===== src/rtl/div_unit.sv =====
`default_nettype none
// ============================================================================
// Module      : div_unit
// Description : Multicycle signed divider for the multicycle MIPS datapath
//               (DIV instruction). One restoring step per clock on operand
//               magnitudes, followed by a sign-fix cycle.
//               HI <= remainder, LO <= quotient.
//
//               A start in IDLE with a zero divisor skips straight to DONE
//               and flags DivZero. HI/LO keep their previous values.
//
// Ports       : clock       - system clock, rising edge
//               reset       - synchronous, active-high reset
//               DivA        - dividend
//               DivB        - divisor
//               DivCtrl     - start request (only honoured in IDLE)
//               DivUnsigned - DIVU select, sampled with DivCtrl
//                             (present only with DIV_UNSIGNED_EN)
//               DivDone     - one-cycle completion pulse
//               DivZero     - divisor was zero, valid with DivDone
//               counter     - iteration index (debug)
//               DivHIOut    - remainder
//               DivLOOut    - quotient
//
// Optional    : define DIV_UNSIGNED_EN to add the DivUnsigned input.
// Revision    : 1.0 - initial release
// ============================================================================
module div_unit #(
    parameter int WIDTH = 32,
    parameter int CNT_W = 6
) (
    input  logic             clock,
    input  logic             reset,
    input  logic [WIDTH-1:0] DivA,
    input  logic [WIDTH-1:0] DivB,
    input  logic             DivCtrl,
`ifdef DIV_UNSIGNED_EN
    input  logic             DivUnsigned,
`endif
    output logic             DivDone,
    output logic             DivZero,
    output logic [CNT_W-1:0] counter,
    output logic [WIDTH-1:0] DivHIOut,
    output logic [WIDTH-1:0] DivLOOut
);

    localparam logic [1:0] S_IDLE = 2'd0;
    localparam logic [1:0] S_CALC = 2'd1;
    localparam logic [1:0] S_FIX  = 2'd2;
    localparam logic [1:0] S_DONE = 2'd3;

    logic [1:0]       r_state;
    logic [1:0]       w_next;

    logic [WIDTH-1:0] r_rem;     // partial remainder
    logic [WIDTH-1:0] r_dvd;     // dividend magnitude, becomes the quotient
    logic [WIDTH-1:0] r_div;     // divisor magnitude
    logic             r_sign_a;
    logic             r_sign_b;

    logic             w_unsigned;
    logic             w_sign_a;
    logic             w_sign_b;
    logic [WIDTH-1:0] w_abs_a;
    logic [WIDTH-1:0] w_abs_b;
    logic [WIDTH:0]   w_shift;
    logic [WIDTH:0]   w_trial;
    logic [WIDTH-1:0] w_q_fix;
    logic [WIDTH-1:0] w_r_fix;

    logic             w_start;
    logic             w_step;
    logic             w_fix;
    logic             w_done_nxt;
    logic             w_zero_nxt;

`ifdef DIV_UNSIGNED_EN
    assign w_unsigned = DivUnsigned;
`else
    assign w_unsigned = 1'b0;
`endif

    // Forcing the sign bits to zero in unsigned mode also disables the
    // negation in the FIX cycle.
    assign w_sign_a = DivA[WIDTH-1] & ~w_unsigned;
    assign w_sign_b = DivB[WIDTH-1] & ~w_unsigned;
    // Magnitudes are plain WIDTH-bit values, so |most-negative| wraps to itself
    // and is still the correct unsigned magnitude.
    assign w_abs_a  = w_sign_a ? (-DivA) : DivA;
    assign w_abs_b  = w_sign_b ? (-DivB) : DivB;

    // Restoring step on {rem, dvd} shifted left by one. The extra MSB of the
    // trial difference is its sign.
    assign w_shift  = {r_rem, r_dvd[WIDTH-1]};
    assign w_trial  = w_shift - {1'b0, r_div};

    // Truncating division: the quotient sign is the XOR of the operand signs,
    // and the remainder takes the dividend's sign.
    assign w_q_fix  = (r_sign_a ^ r_sign_b) ? (-r_dvd) : r_dvd;
    assign w_r_fix  = r_sign_a ? (-r_rem) : r_rem;

    // ------------------------------------------------------------------
    // State register
    // ------------------------------------------------------------------
    always_ff @(posedge clock) begin
        if (reset) begin
            r_state <= S_IDLE;
        end else begin
            r_state <= w_next;
        end
    end

    // ------------------------------------------------------------------
    // Next-state logic
    // ------------------------------------------------------------------
    always_comb begin
        w_next = r_state;
        case (r_state)
            S_IDLE: begin
                if (DivCtrl) begin
                    w_next = (DivB == '0) ? S_DONE : S_CALC;
                end
            end
            S_CALC: begin
                if (counter == CNT_W'(WIDTH - 1)) begin
                    w_next = S_FIX;
                end
            end
            S_FIX:   w_next = S_DONE;
            S_DONE:  w_next = S_IDLE;
            default: w_next = S_IDLE;
        endcase
    end

    // ------------------------------------------------------------------
    // Control decode. DivDone/DivZero are registered from these, so they
    // are high exactly while the FSM sits in DONE.
    // ------------------------------------------------------------------
    always_comb begin
        w_start    = (r_state == S_IDLE) && DivCtrl;
        w_step     = (r_state == S_CALC);
        w_fix      = (r_state == S_FIX);
        w_done_nxt = (w_next == S_DONE);
        w_zero_nxt = w_start && (DivB == '0);
    end

    // ------------------------------------------------------------------
    // Datapath and registered outputs
    // ------------------------------------------------------------------
    always_ff @(posedge clock) begin
        if (reset) begin
            r_rem    <= '0;
            r_dvd    <= '0;
            r_div    <= '0;
            r_sign_a <= 1'b0;
            r_sign_b <= 1'b0;
            counter  <= '0;
            DivDone  <= 1'b0;
            DivZero  <= 1'b0;
            DivHIOut <= '0;
            DivLOOut <= '0;
        end else begin
            DivDone <= w_done_nxt;
            DivZero <= w_zero_nxt;

            if (w_start) begin
                r_sign_a <= w_sign_a;
                r_sign_b <= w_sign_b;
                r_dvd    <= w_abs_a;
                r_div    <= w_abs_b;
                r_rem    <= '0;
                counter  <= '0;
            end

            if (w_step) begin
                if (!w_trial[WIDTH]) begin
                    r_rem <= w_trial[WIDTH-1:0];
                end else begin
                    r_rem <= w_shift[WIDTH-1:0];
                end
                r_dvd   <= {r_dvd[WIDTH-2:0], ~w_trial[WIDTH]};
                counter <= counter + CNT_W'(1);
            end

            if (w_fix) begin
                DivHIOut <= w_r_fix;
                DivLOOut <= w_q_fix;
            end

            if (r_state == S_DONE) begin
                counter <= '0;
            end
        end
    end

endmodule
`default_nettype wire

===== config.mk =====
export PLATFORM = sky130hd
export DESIGN_NAME = div_unit
export DESIGN_NICKNAME = d
export VERILOG_FILES = /design/src/rtl/div_unit.sv
export SDC_FILE = /design/constraint.sdc
export NUM_CORES = 1
export LEC_CHECK = 0
export CORE_MARGIN = 4
export CORE_UTILIZATION = 56
export CTS_BUF_LIST = sky130_fd_sc_hd__clkbuf_16
export DETAILED_ROUTE_END_ITERATION = 7
export MAX_ROUTING_LAYER = met4
export PLACE_DENSITY = 0.84
export SETUP_SLACK_MARGIN = 0.15
export SLEW_MARGIN = 10
export SYNTH_ARGS = -nofsm -noshare
export SYNTH_HDL_FRONTEND = slang
export SYNTH_SLANG_ARGS = --single-unit

===== constraint.sdc =====
create_clock -name clock -period 5.47 [get_ports clock]
set_input_delay 1.641 -clock clock [delete_from_list [all_inputs] [get_ports clock]]
set_output_delay 1.641 -clock clock [all_outputs]
set_load 0.01 [all_outputs]

==> results of run 1 <==
==> layer usage <==
metal	global-route usage (%)	wire, microns	vias up	part of all wire, %
met4	7.17	394	0	1.4
met1	41.1	13500	4735	46
met5	-	0	-	0
met3	4.27	2270	31	7.8
met2	41.3	13000	409	45
li1	-	-	4972	-
==> through the flow <==
stage	hold WS, ps	setup slack [ps]	std cells
after detailed placement	446	276	1624
after global placement	442	355	1624
final	453	701	1656
after CTS	456	714	1656
after global routing	477	495	1656
after floorplan	432	964	1324
==> worst reg2reg max path: stages (launching register included) <==
cell and delay [ps]:
sky130_fd_sc_hd__dfxtp_1 490, sky130_fd_sc_hd__ha_1 380, sky130_fd_sc_hd__a21oi_1 280, sky130_fd_sc_hd__o211ai_1 170, sky130_fd_sc_hd__a211oi_1 410, sky130_fd_sc_hd__o31ai_1 160, sky130_fd_sc_hd__or2_2 310, sky130_fd_sc_hd__o221ai_4 710
sky130_fd_sc_hd__buf_4 400, sky130_fd_sc_hd__mux2i_1 210, sky130_fd_sc_hd__o21ai_0 80
==> layout make-up <==
type | count | area [sq um] | share of cell area [%]
multi-input cells | 1014 | 6500 | 51.8
flip-flops and latches | 172 | 3440 | 27.5
repair buffers | 152 | 1480 | 11.8
clock buffers | 17 | 425 | 3.39
well taps | 229 | 287 | 2.28
inverters | 57 | 214 | 1.71
clock inverters | 15 | 186 | 1.49
==> flip-flops by register name (all words and copies together), names as in the netlist <==
name and count:
r_state 2, DivLOOut 32, DivZero 1, r_div 32, DivHIOut 32, r_rem 32
DivDone 1, r_dvd 32, r_sign_a 1, counter 6, r_sign_b 1
==> worst max-delay path by stage <==
| stage | start | to | slack, ps | cells past startpoint |
|---|---|---|---|---|
| finish | DivB[10] | DivDone$_SDFF_PP0_ | 700 | 9 |
| global route | DivB[10] | r_div[29]$_SDFFE_PP0P_ | 490 | 10 |
| CTS | DivB[10] | DivDone$_SDFF_PP0_ | 710 | 9 |
| detailed placement | DivB[10] | DivDone$_SDFF_PP0_ | 280 | 9 |
| global placement | DivB[10] | DivDone$_SDFF_PP0_ | 360 | 9 |
| floorplan | DivB[10] | DivDone$_SDFF_PP0_ | 960 | 8 |
==> power groups by stage <==
stage	clock, mW	sequential (mW)	combinational (mW)
2_1_floorplan	0	1.56	2.87
3_3_place_gp	0	1.65	3.62
3_5_place_dp	0	1.66	3.65
4_1_cts	1.27	1.64	3.68
5_1_grt	1.32	1.67	4.13
6_report	1.26	1.65	3.71
==> Yosys cell counts (all sizes together) (4+ instances only) <==
cell / instances / area (sq um)
nor3: 21 / 105
a222oi: 30 / 300
a21oi: 84 / 420
nand2b: 9 / 56.3
o31a: 4 / 35.0
a31oi: 5 / 31.3
xnor2: 70 / 613
a311oi: 4 / 35.0
a21o: 14 / 105
or4: 10 / 78.8
ha: 37 / 463
o21bai: 6 / 45.0
nor2: 173 / 649
o21ai: 90 / 450
buf: 7 / 26.3
o41ai: 15 / 131
dfxtp: 172 / 3440
a32oi: 8 / 70.1
or3: 27 / 184
nand4: 9 / 56.3
o31ai: 32 / 240
clkbuf: 74 / 278
and3: 7 / 43.8
a211oi: 82 / 621
o21a: 5 / 37.5
mux2i: 8 / 80.1
nor4: 8 / 50.1
nand3: 18 / 90.1
a22oi: 5 / 37.5
xor2: 74 / 648
nand2: 115 / 432
inv: 57 / 214
or2: 5 / 31.3
nor2b: 8 / 50.1
==> kinds of logic (layout without fill, tap and decap cells) <==
group	Yosys count	in the layout
and+or+nand+nor	420	420
muxes	9	9
DFF	172	172
AOI/OAI and AO/OA	403	403
buffers and inverters	138	241
adders and majority gates	38	38
xor gates and xnor gates	144	144
==> results.md, run 1 <==
- The count of endpoints failing setup in the final report is 0.
- The internal portion of the total power is 3.61 mW.
- The placer congestion estimate is 0.962.
- The residual DRC count is 0.
- The filler cell count is 1,477.
- The count of flip-flops with a built-in enable after synthesis is 0.
- The worst path arrival time is 5120 ps.
- The height of the die is 144 microns.
- The half-perimeter wire length after detailed placement is 21.4 mm.
- Of all nets on the critical path, the largest fanout is 5.
- The total count of max-transition violations in the final report is 0.
- The number of buffers and inverters on the critical path is 1.
- The most numerous cell type found on the critical path is sky130_fd_sc_hd__or3_4.
- The path with the worst hold slack has its endpoint at DivHIOut[26]$_SDFFE_PP0P_.
- The share of the cycle needed by the critical path after routing is 87.2%.
- The clock arrives with 8.99 ps of skew.
- The tightest slew margin relative to the limit is 31.3%.
- The register-to-register setup slack is 1730 ps.
- The routed length per placed instance is 17.6 microns.
- The count of pins on the block boundary is 139.
- For this run, the detailed router's first-pass iteration total came to 6.
- Based on the critical path, the design can be clocked at up to 210 MHz.
- Max-cap violations in this run came to 0.
- The post-placement cell area is 11,900 sq um.
- Setup total negative slack on the finished layout was measured at 0 ps.
- The multiplexer share of the synthesized area is 0.876%.
- The first-pass GRT wire length is 46.3 mm.
- The number of instances in the synthesized netlist is 1,324.
- The overall routed net length is 29.1 mm.
- In this run the critical register-to-register path is captured at r_rem[24]$_SDFFE_PP0P_.
- Setup repair after global routing left no endpoint under its margin.
- For this block, the initial DRC count from the detailed router was 999.
- Of the total synthesized cell area, the portion taken by XOR and XNOR cells is 12.1%.
- Data on the critical path is required at its endpoint by 5830 ps.
- The number of H-tree levels is 4.
- The worst ir drop on vdd is 0.000442 V.
- The total power of the final layout is 6.62 mW.
- After clock tree synthesis, the clock-pin slew on the worst setup and hold paths is 70 ps.
- The class of the worst hold path is flop to flop.
- The longest clock path from root to sink contains 2 buffers.
- The core region area is 18,100 sq um.
- The static leakage is 4.65 nW.
- The CTS tree is built.
- The compound-gate portion of the synthesized area is 26.1%.
- For the finished layout, the period the worst path requires is 4770 ps.
- The launching element type of the critical path is an input pin.
- The unique cell type count in the Yosys netlist is 57.
- The number of cells on the worst reg-to-reg path is 10.
- The clock net in this run drives a total of 172 sinks.
- The number of global-route vias before repair is 9,116.
- The number of nets produced by synthesis is 1,429.
- For this design, the CTS-stage hold fixing added 0 buffers.
- The kind of cell with the highest combined delay on the critical path is simple AND/OR/NAND/NOR gates.
- The total number of vias is 10,147.
- For this run, the leading register cell type out of synthesis is sky130_fd_sc_hd__dfxtp_1.
- The worst setup path is captured at a flop.
- For the pin with the worst max-slew slack, the measured transition is 1030 ps.
- In the final layout, the share of cells above drive strength 1 is 4.41%.
- By area, the combinational part of the netlist is dominated by compound AO/OA/AOI/OAI gates.
- The fraction of the core area covered by cells at the end of the flow is 69.1%.
- The critical path class is input pin to flop.
- Power spread over the standard cell area amounts to 528 nW/um^2.
- In this run the cell area of the synthesized design comes to 10,400 sq um.
- The tree is rooted in a sky130_fd_sc_hd__clkbuf_16.
- The horizontal die dimension is 144 microns.
- The Yosys step of the flow raised 0 warnings.
- Walking the worst path, the cells encountered are clkdlybuf4s50_1, or3_4, or4_1, or2_1, or3_4, or3_1, or4_4, or3_4, a211oi_2.
- The clock reaches the later pin of the worst-skew pair after 440 ps.
- The part of the total power dissipated in combinational logic is 56.0%.
- The number of antenna violations at the first check in global routing came to 0.
- The adder-cell share of the synthesized area is 4.63%.
- The maximum cell stage delay along the critical path is 490 ps.
- Of the total power, the share spent switching nets is 45.5%.
- The cell with the largest stage delay on the worst path is sky130_fd_sc_hd__or4_1.
- After synthesis, flip-flops and latches occupy 33.0% of the total area.
- Entering global routing, the biggest net connects 109 pins.
- Of the total power, registers draw 24.9%.
- In this run the most critical hold path is launched from DivHIOut[26]$_SDFFE_PP0P_.
- The flow ran to the end, and the final reports show no timing, DRC or antenna violations.
- Per report_power, the clock group accounts for 19.0% of the total.
- Along the worst hold path, the cell count comes to 2.
- The mean cell area of the mapped netlist is 7.87 sq um.
- Once the floorplan was initialized, standard cells occupied 57.4% of the core.
- The synthesis-to-layout area growth is 20.3%.
- The cell area after layout is 12,500 sq um.
- In this run the post-CTS setup repair buffer count came out at 0.
- After detailed routing, the number of vias per cell comes to 6.13.
- The area of the die is 20,900 sq um.
- The count of instances resized after the clock tree is built is 0.
- The net switching power figure is 3.01 mW.
- The synthesized netlist devotes 18.2% of its cell area to simple gates.
- The top cell types in the final layout, fill and taps aside, are 172 x sky130_fd_sc_hd__dfxtp_1, 172 x sky130_fd_sc_hd__nor2_1, 137 x sky130_fd_sc_hd__clkdlybuf4s50_1, 115 x sky130_fd_sc_hd__nand2_1, 89 x sky130_fd_sc_hd__o21ai_0.
- The count of nets left with antenna violations once routing finished came out at 0.
- The repair_antennas step left the layout with diodes totalling 0.
- The startpoint identified for the worst register-to-register timing path is r_rem[18]$_SDFFE_PP0P_.
- For this run, the total global-route usage over all layers was measured as 28.3%.
- The number of clock buffers added by TritonCTS is 17.
- The number of placement rows is 49.
- After synthesis the netlist holds a flip-flop and latch count of 172.
- The fraction of registers with async set/reset is 0%.
- For this run, the post-layout net count is 1,519.
- Port buffering added 138 buffers.
- Global routing finished with a remaining overflow of 0.
- The number of failing hold endpoints at the final stage is 0.
Power figures use the tool's default switching activity.
==> run 2, diff against run 1 <==
Settings changed: SETUP_SLACK_MARGIN 0.15 to unset.
==> results of run 2 <==
Same layout as run 1: the final DEF is identical, and so are final timing and power.
==> run 3, diff against run 2 <==
Settings changed: TNS_END_PERCENT set to 10.
==> results of run 3 <==
Same layout as run 1: the final DEF is identical, and so are final timing and power.
==> variant, RTL diff (flow settings as in run 1) <==
`CNT_W`: 6 -> 8.
--- a/src/rtl/div_unit.sv
+++ b/src/rtl/div_unit.sv
@@ -29,3 +29,3 @@
     parameter int WIDTH = 32,
-    parameter int CNT_W = 6
+    parameter int CNT_W = 8
 ) (
Ports: changed (resized counter); port bits go from 139 to 141. The function was not compared with the original's and may differ.
==> variant against run 1 <==
First-iteration DRC count increased by 22%. Non-clock buffer count increased by 1. Largest power group unchanged. Combinational power increased by 13%. Utilization decreased by 1.2 points. Routed wire length decreased by 4.0%. Final area increased by 1.4%. Clock power decreased by 7%. Sequential cell count increased by 2. Global-route usage decreased by 2.1 points. The flow now finishes with violations (design-rule violations). Worst setup slack improved by 0.28 ns. Area after synthesis increased by 2.3%. Total power increased by 6.7%. Critical endpoint is now r_div[29].
==> variant: results (changes against run 1) <==
Syn Inst Count 1,325 (+0.076%); clock root cell clkbuf_16; Power Dens Cells 556 nW/um^2 (+5.3%); Placed Area 12,200 um^2 (+1.9%); met3 routed WL 1.79 mm (-21%); CP startpoint DivB[13]; Post-CTS Setup Repair Bufs 0 (unchanged); met1 usage 35.6% (-5.5 points); syn_nets 1,430 (+0.070%); I/O Buffers 140 (+1.4%); commonest cells in the netlist dfxtp_1 (174), nor2_1 (173), nand2_1 (107); flop-to-flop setup slack 1.25 ns (-0.48 ns); number of distinct library cells after synthesis 60 (+5.3%); failing checks design-rule violations; power share of the clock group 16.6% (-2.4 points); met2 WL post-DR 12.5 mm (-3.5%); routability congestion estimate 0.935 (-2.8%); global routing usage on met3 4.08% (-0.19 points); top cells by area, synth dfxtp_1 (33%), xor2_1 (6.7%), nor2_1 (6.1%); RR Endpoint r_rem[6]; fin crit share 82.0% (-5.1 points); met1 WL 12.8 mm (-4.9%); via count 10,100 (-0.57%); switching share of total power 45.2% (-0.33 points); DP Wirelength 20.2 mm (-5.8%); gr usage total 26.2% (-2.1 points); DR WL/cell 16.9 um (-3.8%); Hold Path End r_div[24]; Seq/Total Area, Yosys 32.7% (-0.37 points); Flop pwr share 23.9% (-1.0 points); peak supply drop 0.000484 V (+9.4%); Final Skew 0.0104 ns (+0.00139 ns); crit-path max cell delay 0.58 ns (+0.09 ns); min-delay src r_div[24]; R2R depth 12 (+2); Total Wirelength 28.0 mm (-4.0%); Pleak 4.72 nW (+1.5%); Tightest Pin Transition 1.16 ns (+0.131 ns); DP Worst Slack 0.556 ns (+0.280 ns); number of global-route vias before repair 9,213 (+1.1%); M2 GR Usage 39.7% (-1.6 points); first-pass GRT wire length 45.9 mm (-0.84%); Nets 1,512 (-0.46%); 1st-pass router iterations 8 (+2); post-CTS sizing 0 (unchanged); largest net degree at the start of global routing 122 (+12%); share of post-route cells with drive strength above 1 5.00% (+0.59 points); Hold Slack 0.451 ns (-0.00212 ns); # DRC 7 (+7); reg-to-reg startpoint r_dvd[31]; initial DRC count 1,215 (+22%); critical path capture point r_div[29]; placed insts 1,622 (-0.12%); Arr. time, crit path 4.76 ns (-0.36 ns); outcome finished, violations left
[variant: cell count changes in the layout (fill, tap and decap cells not counted), moves of 10 or more]
cell	change
a21oi_1	-24
inv_1	-13
or3_1	-13
mux2i_1	+12
xnor2_1	-11
a21o_1	+10
[variant: logic make-up (layout without fill, tap and decap cells)]
family,count (synthesis),count (layout),share of synthesized area (%)
XOR/XNOR,140,140,11.5
AO/OA/AOI/OAI,401,401,26.2
flip-flops,174,174,32.7
AND/OR/NAND/NOR,417,417,18.5
adder cells (fa/ha/maj),38,38,4.53
multiplexers,20,20,1.88
buffers and inverters,135,230,4.78
[variant: layout make-up]
type                    instances  area (um^2)
repair buffers                153         1500
multi-input cells            1016         6710
well taps                     234          293
inverters                      45          169
flip-flops and latches        174         3480
clock inverters                15          133
fillers                      1530         5990
clock buffers                  17          425
